==> config.mk <==
export PLATFORM = sky130hd
export DESIGN_NAME = store_buffer_flat
export DESIGN_NICKNAME = d
export VERILOG_FILES = /design/src/rtl/mips_pkg.sv /design/src/rtl/store_buffer_if.sv /design/src/rtl/sb_match.sv /design/src/rtl/store_buffer.sv /design/src/flat_wrapper.sv
export SDC_FILE = /design/constraint.sdc
export NUM_CORES = 1
export LEC_CHECK = 0
export CAP_MARGIN = 25
export CORE_UTILIZATION = 45
export CTS_BUF_LIST = sky130_fd_sc_hd__clkbuf_2 sky130_fd_sc_hd__clkbuf_4 sky130_fd_sc_hd__clkbuf_8
export DETAILED_ROUTE_END_ITERATION = 16
export PLACE_DENSITY = 0.68
export RECOVER_POWER = 100
export SKIP_CTS_REPAIR_TIMING = 1
export SYNTH_ARGS = -nofsm -noshare
export SYNTH_HDL_FRONTEND = slang
export SYNTH_SLANG_ARGS = --single-unit
==> constraint.sdc <==
create_clock -name clk -period 6.39 [get_ports clk]
set_input_delay 1.5975 -clock clk [delete_from_list [all_inputs] [get_ports clk]]
set_output_delay 1.5975 -clock clk [all_outputs]
set_load 0.01 [all_outputs]
==> src/rtl/mips_pkg.sv <==
// rtl/mips_pkg.sv - shared MEM-stage constants, store-buffer entry type and word-address helper
package mips_pkg;

  localparam int ADDR_W  = 32;
  localparam int DATA_W  = 32;
  localparam int WADDR_W = ADDR_W - 2;

  typedef struct packed {
    logic               valid;
    logic [WADDR_W-1:0] waddr;
    logic [DATA_W-1:0]  data;
  } sb_entry_t;

  function automatic logic [WADDR_W-1:0] word_addr(input logic [ADDR_W-1:0] addr);
    return addr[ADDR_W-1:2];
  endfunction

endpackage

==> src/rtl/store_buffer_if.sv <==
// rtl/store_buffer_if.sv - store/load/memory-port signal bundle of the store buffer
interface store_buffer_if #(
  parameter int DEPTH  = 4,
  parameter int ADDR_W = mips_pkg::ADDR_W,
  parameter int DATA_W = mips_pkg::DATA_W
);
  localparam int CNT_W = $clog2(DEPTH) + 1;

  logic              st_valid;
  logic [ADDR_W-1:0] st_addr;
  logic [DATA_W-1:0] st_data;
  logic              st_ready;
  logic              ld_valid;
  logic [ADDR_W-1:0] ld_addr;
  logic              ld_hit;
  logic [DATA_W-1:0] ld_data;
  logic              mem_we;
  logic [ADDR_W-1:0] mem_addr;
  logic [DATA_W-1:0] mem_wdata;
  logic              mem_ready;
  logic              sb_empty;
  logic [CNT_W-1:0]  sb_count;

  modport master (
    output st_valid, st_addr, st_data, ld_valid, ld_addr, mem_ready,
    input  st_ready, ld_hit, ld_data, mem_we, mem_addr, mem_wdata, sb_empty, sb_count
  );

  modport slave (
    input  st_valid, st_addr, st_data, ld_valid, ld_addr, mem_ready,
    output st_ready, ld_hit, ld_data, mem_we, mem_addr, mem_wdata, sb_empty, sb_count
  );

endinterface

==> src/rtl/sb_match.sv <==
// rtl/sb_match.sv - youngest-match search over a circular entry array starting at head
module sb_match #(
  parameter int DEPTH = 4,
  parameter int AW    = mips_pkg::WADDR_W,
  parameter int DW    = mips_pkg::DATA_W,
  localparam int IW   = $clog2(DEPTH)
) (
  input  logic                       en,
  input  logic [AW-1:0]              key,
  input  logic [IW-1:0]              head,
  input  logic [DEPTH-1:0]           valid,
  input  logic [DEPTH-1:0][AW-1:0]   waddr,
  input  logic [DEPTH-1:0][DW-1:0]   data,
  output logic                       hit,
  output logic [IW-1:0]              idx,
  output logic [DW-1:0]              hit_data
);

  logic [IW-1:0] ptr;

  // Walk oldest to youngest so a later match overrides an earlier one.
  always_comb begin
    hit      = 1'b0;
    idx      = '0;
    hit_data = '0;
    ptr      = '0;
    for (int k = 0; k < DEPTH; k++) begin
      ptr = head + IW'(k);
      if (en && valid[ptr] && (waddr[ptr] == key)) begin
        hit      = 1'b1;
        idx      = ptr;
        hit_data = data[ptr];
      end
    end
  end

endmodule

==> src/rtl/store_buffer.sv <==
// rtl/store_buffer.sv - in-order store queue with store-to-load forwarding
// Optional in-place store merging: STORE_BUFFER_COALESCE_EN
module store_buffer #(
  parameter int DEPTH  = 4,
  parameter int ADDR_W = mips_pkg::ADDR_W,
  parameter int DATA_W = mips_pkg::DATA_W
) (
  input logic          clk,
  input logic          rst_n,
  store_buffer_if.slave sb
);
  import mips_pkg::*;

  localparam int IW = $clog2(DEPTH);
  localparam int CW = IW + 1;
  localparam int AW = ADDR_W - 2;

  sb_entry_t      ent_q [DEPTH];
  sb_entry_t      ent_d [DEPTH];
  logic [IW-1:0]  head_q, head_d;
  logic [IW-1:0]  tail_q, tail_d;
  logic [CW-1:0]  count_q, count_d;

  logic [DEPTH-1:0]             ent_valid;
  logic [DEPTH-1:0][AW-1:0]     ent_waddr;
  logic [DEPTH-1:0][DATA_W-1:0] ent_data;

  for (genvar i = 0; i < DEPTH; i++) begin : g_flat
    assign ent_valid[i] = ent_q[i].valid;
    assign ent_waddr[i] = ent_q[i].waddr;
    assign ent_data[i]  = ent_q[i].data;
  end

  logic              empty, full;
  logic              fwd_hit;
  logic [IW-1:0]     unused_fwd_idx;
  logic [DATA_W-1:0] fwd_data;
  logic              drain, accept, alloc, coalesce;
  logic [IW-1:0]     co_idx;

  assign empty = (count_q == '0);
  assign full  = (count_q == CW'(DEPTH));

  sb_match #(.DEPTH(DEPTH), .AW(AW), .DW(DATA_W)) u_fwd_match (
    .en       (sb.ld_valid),
    .key      (word_addr(sb.ld_addr)),
    .head     (head_q),
    .valid    (ent_valid),
    .waddr    (ent_waddr),
    .data     (ent_data),
    .hit      (fwd_hit),
    .idx      (unused_fwd_idx),
    .hit_data (fwd_data)
  );

`ifdef STORE_BUFFER_COALESCE_EN
  logic              co_hit;
  logic [DATA_W-1:0] unused_co_data;

  sb_match #(.DEPTH(DEPTH), .AW(AW), .DW(DATA_W)) u_co_match (
    .en       (sb.st_valid),
    .key      (word_addr(sb.st_addr)),
    .head     (head_q),
    .valid    (ent_valid),
    .waddr    (ent_waddr),
    .data     (ent_data),
    .hit      (co_hit),
    .idx      (co_idx),
    .hit_data (unused_co_data)
  );

  // A head entry leaving this cycle cannot absorb the store; it must allocate.
  assign coalesce = co_hit && !(drain && (co_idx == head_q));
`else
  assign coalesce = 1'b0;
  assign co_idx   = '0;
`endif

  assign sb.ld_hit    = fwd_hit;
  assign sb.ld_data   = fwd_hit ? fwd_data : '0;
  assign sb.mem_we    = !empty && !(sb.ld_valid && !fwd_hit);
  assign sb.mem_addr  = empty ? '0 : {ent_q[head_q].waddr, 2'b00};
  assign sb.mem_wdata = empty ? '0 : ent_q[head_q].data;
  assign sb.st_ready  = !full || coalesce;
  assign sb.sb_empty  = empty;
  assign sb.sb_count  = count_q;

  assign drain  = sb.mem_we && sb.mem_ready;
  assign accept = sb.st_valid && sb.st_ready;
  assign alloc  = accept && !coalesce;

  always_comb begin
    ent_d   = ent_q;
    head_d  = head_q;
    tail_d  = tail_q;
    count_d = count_q;
    if (drain) begin
      ent_d[head_q].valid = 1'b0;
      head_d              = head_q + IW'(1);
    end
    if (alloc) begin
      ent_d[tail_q].valid = 1'b1;
      ent_d[tail_q].waddr = word_addr(sb.st_addr);
      ent_d[tail_q].data  = sb.st_data;
      tail_d              = tail_q + IW'(1);
    end
    if (accept && coalesce) begin
      ent_d[co_idx].data = sb.st_data;
    end
    case ({alloc, drain})
      2'b10:   count_d = count_q + CW'(1);
      2'b01:   count_d = count_q - CW'(1);
      default: count_d = count_q;
    endcase
  end

  always_ff @(posedge clk or negedge rst_n) begin
    if (!rst_n) begin
      ent_q   <= '{default: '0};
      head_q  <= '0;
      tail_q  <= '0;
      count_q <= '0;
    end else begin
      ent_q   <= ent_d;
      head_q  <= head_d;
      tail_q  <= tail_d;
      count_q <= count_d;
    end
  end

endmodule

==> src/flat_wrapper.sv <==
// flat-port wrapper written by rule: the top's interface ports become plain ports
module store_buffer_flat import mips_pkg::*;
#(
  parameter int DEPTH  = 4,
  parameter int ADDR_W = mips_pkg::ADDR_W,
  parameter int DATA_W = mips_pkg::DATA_W
)
  (clk, rst_n, sb_st_valid, sb_st_addr, sb_st_data, sb_ld_valid, sb_ld_addr, sb_mem_ready, sb_st_ready, sb_ld_hit, sb_ld_data, sb_mem_we, sb_mem_addr, sb_mem_wdata, sb_sb_empty, sb_sb_count);
  store_buffer_if #(.DEPTH(DEPTH), .ADDR_W(ADDR_W), .DATA_W(DATA_W)) sb_i ();
  input logic clk;
  input logic rst_n;
  input wire logic [$bits(sb_i.st_valid)-1:0] sb_st_valid;
  input wire logic [$bits(sb_i.st_addr)-1:0] sb_st_addr;
  input wire logic [$bits(sb_i.st_data)-1:0] sb_st_data;
  input wire logic [$bits(sb_i.ld_valid)-1:0] sb_ld_valid;
  input wire logic [$bits(sb_i.ld_addr)-1:0] sb_ld_addr;
  input wire logic [$bits(sb_i.mem_ready)-1:0] sb_mem_ready;
  output wire logic [$bits(sb_i.st_ready)-1:0] sb_st_ready;
  output wire logic [$bits(sb_i.ld_hit)-1:0] sb_ld_hit;
  output wire logic [$bits(sb_i.ld_data)-1:0] sb_ld_data;
  output wire logic [$bits(sb_i.mem_we)-1:0] sb_mem_we;
  output wire logic [$bits(sb_i.mem_addr)-1:0] sb_mem_addr;
  output wire logic [$bits(sb_i.mem_wdata)-1:0] sb_mem_wdata;
  output wire logic [$bits(sb_i.sb_empty)-1:0] sb_sb_empty;
  output wire logic [$bits(sb_i.sb_count)-1:0] sb_sb_count;
  assign sb_i.st_valid = sb_st_valid;
  assign sb_i.st_addr = sb_st_addr;
  assign sb_i.st_data = sb_st_data;
  assign sb_i.ld_valid = sb_ld_valid;
  assign sb_i.ld_addr = sb_ld_addr;
  assign sb_i.mem_ready = sb_mem_ready;
  assign sb_st_ready = sb_i.st_ready;
  assign sb_ld_hit = sb_i.ld_hit;
  assign sb_ld_data = sb_i.ld_data;
  assign sb_mem_we = sb_i.mem_we;
  assign sb_mem_addr = sb_i.mem_addr;
  assign sb_mem_wdata = sb_i.mem_wdata;
  assign sb_sb_empty = sb_i.sb_empty;
  assign sb_sb_count = sb_i.sb_count;
  store_buffer #(.DEPTH(DEPTH), .ADDR_W(ADDR_W), .DATA_W(DATA_W)) u_core (.clk(clk), .rst_n(rst_n), .sb(sb_i));
endmodule
Word level (Yosys, flattened, before mapping)
Cells that the tools add are included.
- $add $sub $neg: 6
- order comparisons: 8
- eq/ne operators: 7
- muxes and demuxes: 53
- bitwise logic cells: 2
- reductions and logical operators: 20
- operator list (kind ; count):
    252-bit bitwise mux ; 4
    63-bit demux with 2-bit select ; 4
    252-bit two-way mux ; 2
    32-bit two-way mux ; 12
    32-bit binary-select mux with 2-bit select ; 4
    30-bit binary-select mux with 2-bit select ; 4
    62-bit two-way mux ; 3
    63-bit binary-select mux with 2-bit select ; 1
    63-bit two-way mux ; 2
    30-bit == test ; 4
    30-bit two-way mux ; 4
    1-bit logical AND ; 14
    2-bit by 3-bit < comparator with 1-bit output (second input constant) ; 4
    1-bit binary-select mux with 2-bit select ; 4
    1-bit two-way mux ; 8
    3-bit >= comparator (second input constant) ; 2
    3-bit by 1-bit < comparator with 1-bit output (second input constant) ; 2
    2-bit inverter with 3-bit output ; 2
    3-bit one-hot mux with 2 select lines ; 1
    2-bit by 1-bit adder with 2-bit output (second input constant) ; 2
    2-bit adder (second input constant) ; 2
    1-bit logical NOT ; 4
    3-bit by 1-bit adder with 3-bit output (second input constant) ; 1
    3-bit == test (second input constant) ; 1
    5 further kinds ; 5
- bits in registers: 259
- input bits: 101
- output and inout bits: 103
- logic and storage cells: 111

Depth between registers and ports, before layout
Gate-level depths: netlist of the first run.
- word-level depth: 18
- mapped depth: 27
- mapped depth without buffers: 15

Modules after synthesis
From an unflattened synthesis of the first run, not the netlist that was laid out.
- cell total of the unflattened synthesis: 1870
- area, all modules: 22281.4 um^2
- by module, submodules not included (module ; instances ; cells an instance ; area an instance (um^2) ; sequential area each (um^2)):
    store_buffer ; 1 ; 766 ; 13221.4 ; 6481.2
    sb_match ; 1 ; 1104 ; 9059.9 ; 0.0

Worst setup path after synthesis of the first run
OpenSTA, ideal clock, no wires.
- path kind: register to output
- from: register u_core.head_q[0]
- to: output port sb_ld_data[13]
- arrival time: 4.597 ns
- required time: 4.793 ns
- slack: 0.195 ns
- cell stages (with the launch flop): 21
- buffers on the path: 10
- cell sequence: dfrtp_1 > buf_6 > buf_6 > clkinv_1 > buf_2 > buf_2 > clkbuf_1 > ha_1 > buf_6 > buf_8 > mux4_2 > xor2_1 > nor4_1 > nand4_1 > or4_1 > clkbuf_1 > or2_1 > buf_2 > clkbuf_1 > a21oi_1 > a2bb2oi_1
- elaborated cells on any way between the ends: 48
- those cells by class: add/sub: 3; eq/ne: 4; mux: 33; reduce/logical: 8
- RTL lines (what ; RTL line ; source):
    start: declaration ; store_buffer.sv:20 ; logic [IW-1:0] head_q, head_d;
    start signal: assignment ; store_buffer.sv:120 ; head_q <= '0;
    start signal: assignment ; store_buffer.sv:125 ; head_q <= head_d;
    2-bit adder * ; sb_match.sv:28 ; ptr = head + IW'(k);
    net u_core.u_fwd_match.ptr[0] ; sb_match.sv:19 ; logic [IW-1:0] ptr;
    30-bit binary-select mux with 2-bit select or 1-bit binary-select mux with 2-bit select (tied branches) ; sb_match.sv:29 ; if (en && valid[ptr] && (waddr[ptr] == key)) begin
    30-bit two-way mux (not written as such) or 1-bit two-way mux (tied branches) ; sb_match.sv:29 ;
    30-bit == test or 1-bit logical AND (tied branches) ; sb_match.sv:29 ;
    1-bit logical AND ; sb_match.sv:29 ;
    32-bit two-way mux or 1-bit two-way mux (tied branches) ; sb_match.sv:29 ;
    32-bit two-way mux * ; store_buffer.sv:80 ; assign sb.ld_data = fwd_hit ? fwd_data : '0;
    end: declaration ; flat_wrapper.sv:20 ; output wire logic [$bits(sb_i.ld_data)-1:0] sb_ld_data;
Mark *: on every way through the listed nets, which the timed path passes. The rest lies on a longest branch. The select of a mux whose other input is x is not followed.

Worst setup path after layout of the first run
- from: input port sb_ld_addr[11]
- to: output port sb_ld_data[13]
- cells in the longest elaborated chain, start to end: 7
- elaborated cells on any way between the ends: 17
- those cells by class: eq/ne: 4; mux: 9; reduce/logical: 4
- ends and longest elaborated chain (what ; RTL line ; source):
    start: declaration ; flat_wrapper.sv:16 ; input wire logic [$bits(sb_i.ld_addr)-1:0] sb_ld_addr;
    30-bit == test ; sb_match.sv:29 ;
    1-bit logical AND ; sb_match.sv:29 ;
    32-bit two-way mux or 1-bit two-way mux (tied branches) (4 in series) ; sb_match.sv:29 ;
    32-bit two-way mux * ; store_buffer.sv:80 ;
Every way passes the cells marked *; elsewhere a longest branch is shown, timed or not.

==> flow_summary.yaml, run 1 <==
outcome:
  status: "finished, violations left"
  violations: "max-capacitance violations, max-slew violations"
critical_path:
  path_cells: "clkdlybuf4s50_1 > buf_4 > nand2b_1 > a21oi_1 > o41ai_2 > nand4_1 > nor4_4 > buf_4 > buf_6 > buf_4 > nand3_1 > a21oi_1 > a2bb2oi_1 > dlymetal6s2s_1"
  timing.rr.start: "u_core.head_q[1]$_DFFE_PN0N_"
  startpoint: "sb_ld_addr[11]"
  critPathMaxFanout: 9
  cpPeakStageDelay_ns: 0.54
  cp_slowest_cell: "clkdlybuf4s50_1"
  path_buf_inv: 6
  r2r-end: "u_core.sb.sb_count[2]$_DFFE_PN0P_"
  ff2ff_path_depth: 19
  worstPathRequired_ns: 4.79
  path_class: "in2out"
  worstPathArrival_ns: 4.75
  path_depth: 14
  cpLargestDelayFamily: "buffers and inverters"
  r2r_slack_ns: 1.15
  cp-endpoint: "sb_ld_data[13]"
  crit_top_cell: "buf_4"
  cp-start-kind: "input port"
  crit_path_end_kind: "output pin"
die:
  die_width_um: 211
  start_util: 0.457
  die_h_um: 211
  die-area_um2: 44700
  fp-row-count: 76
  num_io_pins: 204
  coreArea_um2: 43200
synth:
  synth.largest_area_cell: "dfrtp_1"
  yosys_warnings: 0
  netlist_top_cells_count: "259 x dfrtp_1, 259 x mux2_2, 210 x mux4_2"
  ys_ff_latch: 259
  synth-edff-count: 0
  postSynth.asyncResetShare: 1.00
  syn_area_um2: 19700
  synthCells: 1558
  synth.top_cell.area_share: 0.329
  syn_avg_cell_area_um2: 12.7
  synth_cell_types: 65
  yosysSeqAreaShare: 0.329
  synth-main-ff-cell: "dfrtp_1"
  synth_area_leaders: "dfrtp_1 33%, mux4_2 24%, mux2_2 15%"
hold_path:
  hold_path_startpoint: "u_core.sb.sb_count[0]$_DFFE_PN0P_"
  hold_path_class: "reg2reg"
finish:
  fill_cells: 3626
  layout-drive-gt1-share: 0.408
  syn2layout_area_growth_pct: 22.6
  nets: 1894
  stdcell_area_um2: 24200
  final_util: 0.560
timing:
  grt_setup_unrepaired: "true"
  fin_skew_ns: 0.0438
  whs_ns: 0.533
  worst_slew_pin_slew_ns: 3.16
  hold_viol: 0
  tns_ns: 0
  fmax_mhz: 158
  period_share: 0.994
  finalCriticalPeriod_ns: 6.35
  finalSetupViolations: 0
  slew_viol_final: 310
  slew_headroom: -1.10
grt:
  grt_max_degree: 156
  track_usage: 0.272
  grt_pass1_vias: 15500
  grt_pass1_wl_um: 92100
  grt-ovfl-total: 0
  antenna_found_initial: 6
clock_network:
  cts_buffer_depth: 3
  cts_tree: "built"
  clockRootBuffer: "clkbuf_8"
  numCtsBuffers: 50
  clk_latency_ns: 0.68
  h-tree-depth: 2
  clk_pin_slew_worst_paths_ns: 0.06
  numClockSinks: 259
power:
  p_per_area_nw_per_um2: 631
  p_leak_nw: 9.78
  ir_drop_uv: 415
routing:
  drt-pass1-iter-count: 6
  drt_iter0_markers: 1450
  antenna_left: 0
  post-route-drc-count: 0
  post_drt_wl_per_cell_um: 26.0
  via_per_inst: 6.42
  vias: 15500
  drt-total-wl_um: 62600
placement:
  numPortBuffers: 197
  dp_hpwl_um: 39300
  place_area_um2: 22700
  place.gp.congestion: 0.934
job:
  drv_cap: 6
-- worst min-delay path by stage --
stage                                        endpoint  cells after the start  slack, ns
floorplan             u_core.ent_data[32]$_DFFE_PN0P_                      1       0.53
global placement    u_core.sb.sb_count[2]$_DFFE_PN0P_                      1       0.51
detailed placement  u_core.sb.sb_count[2]$_DFFE_PN0P_                      1       0.52
CTS                 u_core.sb.sb_count[2]$_DFFE_PN0P_                      1       0.54
global route        u_core.sb.sb_count[2]$_DFFE_PN0P_                      1       0.55
finish              u_core.sb.sb_count[0]$_DFFE_PN0P_                      1       0.53
-- state kept, by name (all words and copies together) (netlist names) --
signal              flops
u_core.ent_data       128
u_core.ent_q          124
u_core.sb.sb_count      3
u_core.head_q           2
u_core.tail_q           2
-- power by group --
| group | internal [W] | switching, W | total, W |
|---|---|---|---|
| clock | 0.00113 | 0.000811 | 0.00194 |
| combinational | 0.00550 | 0.00425 | 0.00975 |
| sequential | 0.00250 | 0.00107 | 0.00356 |
| total | 0.00912 | 0.00613 | 0.0153 |
-- stage by stage --
| step | std cells | power (W) | setup slack (ns) |
|---|---|---|---|
| 2_1_floorplan | 1559 | 0.0102 | 0.195 |
| 3_3_place_gp | 2295 | 0.0128 | -0.222 |
| 3_5_place_dp | 2295 | 0.0130 | -0.230 |
| 4_1_cts | 2387 | 0.0150 | -0.456 |
| 5_1_grt | 2409 | 0.0160 | -0.0794 |
| 6_report | 2410 | 0.0153 | 0.0408 |
-- cell usage in the layout, fill, tap and decap left out, types with 29 or more instances in the layout --
cell | Yosys | routed
dfrtp_1 | 259 | 257
xnor2_1 | 79 | 79
clkbuf_8 | 0 | 66
clkdlybuf4s50_1 | 0 | 156
nand3_1 | 72 | 72
mux2_2 | 259 | 258
o21ai_0 | 42 | 42
mux4_2 | 210 | 210
a21oi_1 | 45 | 35
mux2i_1 | 93 | 92
buf_4 | 14 | 98
nor3_1 | 35 | 34
and2_1 | 56 | 55
nand2_1 | 29 | 29
-- logic make-up after synthesis --
kind of cell	synth area share
muxes	0.436
and+or+nand+nor	0.0742
adders and majority gates	0.00673
xor gates and xnor gates	0.0466
buffers and inverters	0.0436
AOI/OAI and AO/OA	0.0643
other	0.000190
DFF	0.329
-- layout make-up --
type | instances | area [µm²] | share of cell area
Timing Repair Buffer | 327 | 3200 | 0.132
Sequential cell | 259 | 6490 | 0.268
Inverter | 14 | 52.6 | 0.00217
Clock inverter | 14 | 183 | 0.00755
Multi-Input combinational cell | 1131 | 12500 | 0.518
Clock buffer | 78 | 998 | 0.0413
Antenna cell | 2 | 5.00 | 0.000207
Tap cell | 585 | 732 | 0.0303
-- worst register-to-register path, delay by kind of cell (launching register included) --
family	cells	cell delay, ns
AOI/OAI and AO/OA	2	0.64
xor gates and xnor gates	3	0.47
adders and majority gates	3	1.02
buffers and inverters	6	0.82
DFF	1	0.44
muxes	1	0.55
and+or+nand+nor	4	1.24
-- metal layers --
| layer | vias up | part of all wire | global-route usage |
|---|---|---|---|
| li1 | 6552 | - | - |
| met1 | 7976 | 0.40 | 0.360 |
| met2 | 790 | 0.48 | 0.435 |
| met3 | 143 | 0.083 | 0.0592 |
| met4 | 6 | 0.034 | 0.112 |
| met5 | - | 0.00062 | 0 |
(Power assumes the default switching activity.)
==> run 2: changes to the inputs <==
Settings changed: CTS_CLUSTER_SIZE from default to 10.
==> results of run 2 <==
Same layout as run 1: the final DEF is identical, and so are final timing and power.
